## config.mk

```make
export PLATFORM = sky130hd
export DESIGN_NAME = alu_issue_ctrl_flat
export DESIGN_NICKNAME = d
export VERILOG_FILES = /design/src/rtl/alu_issue_ctrl_if.sv /design/src/rtl/alu_issue_ctrl.sv /design/src/flat_wrapper.sv
export SDC_FILE = /design/constraint.sdc
export NUM_CORES = 1
export LEC_CHECK = 0
export BUFFER_PORTS_ARGS = -buffer_cell sky130_fd_sc_hd__buf_2
export CAP_MARGIN = 20
export CORE_MARGIN = 1
export CORE_UTILIZATION = 30
export CTS_CLUSTER_SIZE = 16
export DETAILED_ROUTE_END_ITERATION = 8
export GPL_TIMING_DRIVEN = 0
export SLEW_MARGIN = 10
export SYNTH_ARGS = -nofsm -noshare
export SYNTH_HDL_FRONTEND = slang
export SYNTH_SLANG_ARGS = --single-unit
```

## constraint.sdc

```tcl
create_clock -name clk -period 1.9 [get_ports clk]
set_input_delay 0.285 -clock clk [delete_from_list [all_inputs] [get_ports clk]]
set_output_delay 0.285 -clock clk [all_outputs]
set_load 0.02 [all_outputs]
```

## src/rtl/alu_issue_ctrl_if.sv

```systemverilog
// Bundles the request, ALU-facing and response channels of alu_issue_ctrl.
// master: the surrounding datapath (requester, ALU, response consumer).
// slave:  the issue controller itself.
interface alu_issue_ctrl_if #(
    parameter int WIDTH = 32
);
    logic             req_valid;
    logic             req_ready;
    logic [5:0]       req_funct;
    logic [WIDTH-1:0] req_a;
    logic [WIDTH-1:0] req_b;

    logic [WIDTH-1:0] alu_data1;
    logic [WIDTH-1:0] alu_data2;
    logic [3:0]       alu_op;
    logic [WIDTH-1:0] alu_result;
    logic             alu_zero;
    logic             alu_lt;
    logic             alu_gt;

    logic             rsp_valid;
    logic             rsp_ready;
    logic [WIDTH-1:0] rsp_result;
    logic             rsp_zero;
    logic             rsp_lt;
    logic             rsp_gt;
    logic             rsp_illegal;

    modport master (
        output req_valid, req_funct, req_a, req_b, rsp_ready,
               alu_result, alu_zero, alu_lt, alu_gt,
        input  req_ready, alu_data1, alu_data2, alu_op,
               rsp_valid, rsp_result, rsp_zero, rsp_lt, rsp_gt, rsp_illegal
    );

    modport slave (
        input  req_valid, req_funct, req_a, req_b, rsp_ready,
               alu_result, alu_zero, alu_lt, alu_gt,
        output req_ready, alu_data1, alu_data2, alu_op,
               rsp_valid, rsp_result, rsp_zero, rsp_lt, rsp_gt, rsp_illegal
    );
endinterface

```

## src/rtl/alu_issue_ctrl.sv

```systemverilog
// Issue controller for the combinational ALU: accepts an R-type request,
// holds the ALU inputs for SETTLE_CYCLES, captures result/flags and
// presents them on a valid/ready response channel.
module alu_issue_ctrl #(
    parameter int WIDTH         = 32,
    parameter int SETTLE_CYCLES = 1   // 1..15
) (
    input  logic            clk,
    input  logic            rst_n,
    alu_issue_ctrl_if.slave bus
);

    typedef enum logic [1:0] {IDLE, DRIVE, RESP} state_t;

    state_t           state_q, state_d;
    logic [3:0]       cnt_q, cnt_d;
    logic             accept, capture;
    logic [3:0]       op_dec;
    logic             ill_dec;

    logic [WIDTH-1:0] data1_q, data2_q;
    logic [3:0]       op_q;
    logic             ill_q;
    logic [WIDTH-1:0] res_q;
    logic             zero_q, lt_q, gt_q;

    // Funct -> ALU operation code; unsupported codes fall back to ADD.
    always_comb begin
        op_dec  = 4'b0000;
        ill_dec = 1'b0;
        case (bus.req_funct)
            6'h20, 6'h21: op_dec = 4'b0000;
            6'h22, 6'h23: op_dec = 4'b0001;
            6'h24:        op_dec = 4'b0010;
            6'h25:        op_dec = 4'b0011;
            6'h26:        op_dec = 4'b0100;
            6'h2A, 6'h2B: op_dec = 4'b0101;
            default:      ill_dec = 1'b1;
        endcase
    end

    // Next-state, settle countdown and accept/capture strobes.
    always_comb begin
        state_d = state_q;
        cnt_d   = cnt_q;
        accept  = 1'b0;
        capture = 1'b0;
        case (state_q)
            IDLE: if (bus.req_valid) begin
                accept  = 1'b1;
                cnt_d   = 4'(SETTLE_CYCLES - 1);
                state_d = DRIVE;
            end
            DRIVE: if (cnt_q != 4'd0) begin
                cnt_d = cnt_q - 4'd1;
            end else begin
                capture = 1'b1;
                state_d = RESP;
            end
            RESP: if (bus.rsp_ready) state_d = IDLE;
            default: state_d = IDLE;
        endcase
    end

    // State and settle counter registers.
    always_ff @(posedge clk or negedge rst_n) begin
        if (!rst_n) begin
            state_q <= IDLE;
            cnt_q   <= 4'd0;
        end else begin
            state_q <= state_d;
            cnt_q   <= cnt_d;
        end
    end

    // ALU operands/op only change at accept so the ALU sees stable inputs.
    always_ff @(posedge clk or negedge rst_n) begin
        if (!rst_n) begin
            data1_q <= '0;
            data2_q <= '0;
            op_q    <= 4'd0;
            ill_q   <= 1'b0;
        end else if (accept) begin
            data1_q <= bus.req_a;
            data2_q <= bus.req_b;
            op_q    <= op_dec;
            ill_q   <= ill_dec;
        end
    end

    // Response capture; the ALU leaves lt/gt stale on equal operands, so mask them.
    always_ff @(posedge clk or negedge rst_n) begin
        if (!rst_n) begin
            res_q  <= '0;
            zero_q <= 1'b0;
            lt_q   <= 1'b0;
            gt_q   <= 1'b0;
        end else if (capture) begin
            res_q  <= bus.alu_result;
            zero_q <= bus.alu_zero;
            lt_q   <= (data1_q != data2_q) && bus.alu_lt;
            gt_q   <= (data1_q != data2_q) && bus.alu_gt;
        end
    end

    assign bus.req_ready   = (state_q == IDLE);
    assign bus.rsp_valid   = (state_q == RESP);
    assign bus.alu_data1   = data1_q;
    assign bus.alu_data2   = data2_q;
    assign bus.alu_op      = op_q;
    assign bus.rsp_result  = res_q;
    assign bus.rsp_zero    = zero_q;
    assign bus.rsp_lt      = lt_q;
    assign bus.rsp_gt      = gt_q;
    assign bus.rsp_illegal = ill_q;

endmodule

```

## src/flat_wrapper.sv

```systemverilog
// flat-port wrapper written by rule: the top's interface ports become plain ports
module alu_issue_ctrl_flat 
#(
    parameter int WIDTH         = 32,
    parameter int SETTLE_CYCLES = 1           
)
  (clk, rst_n, bus_req_valid, bus_req_funct, bus_req_a, bus_req_b, bus_rsp_ready, bus_alu_result, bus_alu_zero, bus_alu_lt, bus_alu_gt, bus_req_ready, bus_alu_data1, bus_alu_data2, bus_alu_op, bus_rsp_valid, bus_rsp_result, bus_rsp_zero, bus_rsp_lt, bus_rsp_gt, bus_rsp_illegal);
  alu_issue_ctrl_if #(.WIDTH(WIDTH)) bus_i ();
  input  logic clk;
  input  logic rst_n;
  input wire logic [$bits(bus_i.req_valid)-1:0] bus_req_valid;
  input wire logic [$bits(bus_i.req_funct)-1:0] bus_req_funct;
  input wire logic [$bits(bus_i.req_a)-1:0] bus_req_a;
  input wire logic [$bits(bus_i.req_b)-1:0] bus_req_b;
  input wire logic [$bits(bus_i.rsp_ready)-1:0] bus_rsp_ready;
  input wire logic [$bits(bus_i.alu_result)-1:0] bus_alu_result;
  input wire logic [$bits(bus_i.alu_zero)-1:0] bus_alu_zero;
  input wire logic [$bits(bus_i.alu_lt)-1:0] bus_alu_lt;
  input wire logic [$bits(bus_i.alu_gt)-1:0] bus_alu_gt;
  output wire logic [$bits(bus_i.req_ready)-1:0] bus_req_ready;
  output wire logic [$bits(bus_i.alu_data1)-1:0] bus_alu_data1;
  output wire logic [$bits(bus_i.alu_data2)-1:0] bus_alu_data2;
  output wire logic [$bits(bus_i.alu_op)-1:0] bus_alu_op;
  output wire logic [$bits(bus_i.rsp_valid)-1:0] bus_rsp_valid;
  output wire logic [$bits(bus_i.rsp_result)-1:0] bus_rsp_result;
  output wire logic [$bits(bus_i.rsp_zero)-1:0] bus_rsp_zero;
  output wire logic [$bits(bus_i.rsp_lt)-1:0] bus_rsp_lt;
  output wire logic [$bits(bus_i.rsp_gt)-1:0] bus_rsp_gt;
  output wire logic [$bits(bus_i.rsp_illegal)-1:0] bus_rsp_illegal;
  assign bus_i.req_valid = bus_req_valid;
  assign bus_i.req_funct = bus_req_funct;
  assign bus_i.req_a = bus_req_a;
  assign bus_i.req_b = bus_req_b;
  assign bus_i.rsp_ready = bus_rsp_ready;
  assign bus_i.alu_result = bus_alu_result;
  assign bus_i.alu_zero = bus_alu_zero;
  assign bus_i.alu_lt = bus_alu_lt;
  assign bus_i.alu_gt = bus_alu_gt;
  assign bus_req_ready = bus_i.req_ready;
  assign bus_alu_data1 = bus_i.alu_data1;
  assign bus_alu_data2 = bus_i.alu_data2;
  assign bus_alu_op = bus_i.alu_op;
  assign bus_rsp_valid = bus_i.rsp_valid;
  assign bus_rsp_result = bus_i.rsp_result;
  assign bus_rsp_zero = bus_i.rsp_zero;
  assign bus_rsp_lt = bus_i.rsp_lt;
  assign bus_rsp_gt = bus_i.rsp_gt;
  assign bus_rsp_illegal = bus_i.rsp_illegal;
  alu_issue_ctrl #(.WIDTH(WIDTH), .SETTLE_CYCLES(SETTLE_CYCLES)) u_core (.clk(clk), .rst_n(rst_n), .bus(bus_i));
endmodule
```

==> flow_summary.ini <==
[clocking]
cts.sinks = 109
root_buffer = clkbuf_16
htree_num_levels = 3
post_cts_resized = 0
cts_tree = built
clockBufferDepth = 2
cts_setup_buffers = 0
cts_inserted_buffers = 9
path_clk_slew_ps = 80
worstSkewPairLatency_ps = 350

[setup_path]
crit_buf_inv = 0
worstPathArrival_ps = 1990
cp_cell_sequence = xor2_1, nor4_1, nand4_1, nor2_1, o31ai_1
worstSetupPathType = reg -> reg
cp-startpoint = u_core.bus.alu_data2[31]$_DFFE_PN0P_
cp.required_ps = 2140
crit_path_end_kind = flop
crit_family = simple AND/OR/NAND/NOR gates
cp_slowest_cell = nor4_1
crit_fanout = 3
reg2reg_from = u_core.bus.alu_data2[31]$_DFFE_PN0P_
max_stage_delay_ps = 540
worst_setup_path_start_kind = flop

[logic_synthesis]
synth.yosys.seq_area_share = 0.5876
synth.avg_cell_area_sq_um = 10.29
synth_top_area_share = 0.5876
ys_seq_elements = 109
synthCells = 451
yosysTopAreaCell = dfrtp_1
synth_fp_nets = 562
ys_warn_count = 0
ys_types = 26
ys.flop_type = dfrtp_1
synth_edf_count = 0
synth-async-reset-ratio = 1.000
syn-cell-area_sq_um = 4642
synth_area_leaders = dfrtp_1 59%, nand2_1 16%, xor2_1 6.4%, mux2_4 4.9%, mux2_2 4.6%

[detailed_routing]
first_pass_iters = 4
wl_per_cell_um = 14.96
drcViolationCount = 0
vias = 3759
drt-total-wl_mm = 13.00
routed_via_density = 4.326
drt_iter0_drc = 111
ant_nets = 0

[min_path]
worstHoldStart = bus_req_a[10]
hold_class = in -> reg

[finish]
area_growth_syn_to_layout_pct = 35.93
diodes = 0
layout_common_cells = 220 x buf_2, 202 x nand2_1, 109 x dfrtp_1, 34 x xor2_1, 19 x mux2_2
nets = 788
final_cells = 869
utilization = 0.4166
mostFrequentLayoutCell = buf_2
fillers = 1521
layout-drive-gt1-share = 0.4082

[power_and_ir_drop]
p_leak_nw = 3.562
power.total_w = 0.01186
peakVddDrop_uv = 806.1
powerDensity_nw_per_um2 = 1880

[grt]
grt_first_pass_wirelength_mm = 20.15
grt_usage = 0.1676
antenna_found_initial = 0
grt_max_degree = 61
grt_pass1_vias = 3668
grt_overflow_total = 0

[sta]
hold_viol = 0
rsz0062_at_grt = no
max_freq_mhz = 569.6
setup_viol = 0
slew_headroom = 0.5705
min_period_ps = 1756
drv_slew = 0
fin_tns_setup_ps = 0
period_share = 0.9241
tightestPinTransition_ps = 644.2
hold_ws_ps = 117.7
finClkSkew_ps = 11.18

[placement]
place_congestion = 0.7610
place_inst = 853
portBuffers = 213
hpwl_mm = 9.885

[die]
start_util = 0.3065
design.die.area_sq_um = 15970
std_cell_rows = 45
coreArea_sq_um = 15150
die_w_um = 126.4
die_h_um = 126.4
io_pins = 215

[outcome]
status = completed

[flow_run]
drv_cap = 0
[logic make-up (layout without fill, tap and decap cells)]
group / count (synthesis) / count (layout) / share of synthesized area
flip-flops: 109 / 109 / 0.5876
other: 1 / 1 / 0.0008078
multiplexers: 34 / 34 / 0.09461
AND/OR/NAND/NOR: 232 / 232 / 0.1987
adder cells (fa/ha/maj): 2 / 2 / 0.005390
XOR/XNOR: 34 / 34 / 0.06415
AO/OA/AOI/OAI: 12 / 12 / 0.01833
buffers and inverters: 27 / 257 / 0.03046
[worst register-to-register path, cell delays in order (launching register included)]
cell and delay, ps:
dfrtp_1 400, xor2_1 210, nor4_1 540, nand4_1 170, nor2_1 230, o31ai_1 100
[power by group]
group          internal [W]  leakage, nW  total, W  switching (W)
Clock               0.00119        0.151   0.00207       0.000879
Combinational       0.00217         2.08   0.00548        0.00332
Sequential          0.00344         1.34   0.00431       0.000871
Total               0.00680         3.56    0.0119        0.00507
[layer usage]
layer / track usage / part of all wire
met5: 0 / 0
met4: 0.06378 / 0.015
met3: 0.03079 / 0.043
met2: 0.2753 / 0.49
met1: 0.2198 / 0.45
[cells in the mapped netlist, types with 4 or more instances]
cell type	count
mux2_2	19
inv_1	7
mux2_4	15
dfrtp_1	109
nand2b_1	4
a21oi_1	4
clkbuf_1	7
nand2_1	202
xor2_1	34
buf_2	8
nor2_1	12
nor4_1	8
[layout make-up]
class / count / area [sq um] / area share
sequential: 109 / 2728 / 0.4323
clock buffer: 10 / 239.0 / 0.03787
multi-input combinational: 315 / 1773 / 0.2810
tap: 188 / 235.2 / 0.03728
timing repair buffer: 215 / 1110 / 0.1759
clock inverter: 5 / 83.83 / 0.01329
buffer: 20 / 115.1 / 0.01824
inverter: 7 / 26.28 / 0.004164
[metrics by stage]
| stage | setup WS (ps) | cell area [sq um] |
|---|---|---|
| after floorplan | 290.9 | 4642 |
| after global placement | -827.4 | 5943 |
| after detailed placement | 120.3 | 5977 |
| after CTS | 110.1 | 6310 |
| after global routing | 8.555 | 6310 |
| final | 144.3 | 6310 |
[final timing paths]
check,to,slack [ps],cells past startpoint
max in group asynchronous,u_core.bus.alu_data1[19]$_DFFE_PN0P_,780,3
setup / recovery,u_core.bus.rsp_gt$_DFFE_PN0P_,140,5
setup reg to reg,u_core.bus.rsp_gt$_DFFE_PN0P_,140,5
hold / removal,u_core.bus.alu_data1[10]$_DFFE_PN0P_,120,3
hold reg to reg,u_core.bus.alu_op[1]$_DFFE_PN0P_,480,2
min in group asynchronous,u_core.bus.rsp_result[20]$_DFFE_PN0P_,450,2
[timing repair]
action                                  in CTS  in global routing
endpoints found under the setup margin       0                  0
hold endpoints to repair                    49                  0
hold buffers                                 1                  0
[registers in the layout, indices dropped and copies added, names as in the netlist]
name and count:
u_core.bus.rsp_zero 1, u_core.bus.alu_data1 32, u_core.bus.alu_data2 32, u_core.cnt_q 4, u_core.bus.rsp_gt 1, u_core.bus.rsp_lt 1, u_core.bus.rsp_illegal 1, u_core.state_q 2
u_core.bus.rsp_result 32, u_core.bus.alu_op 3
Note: power is estimated with default switching activity, not from simulation.
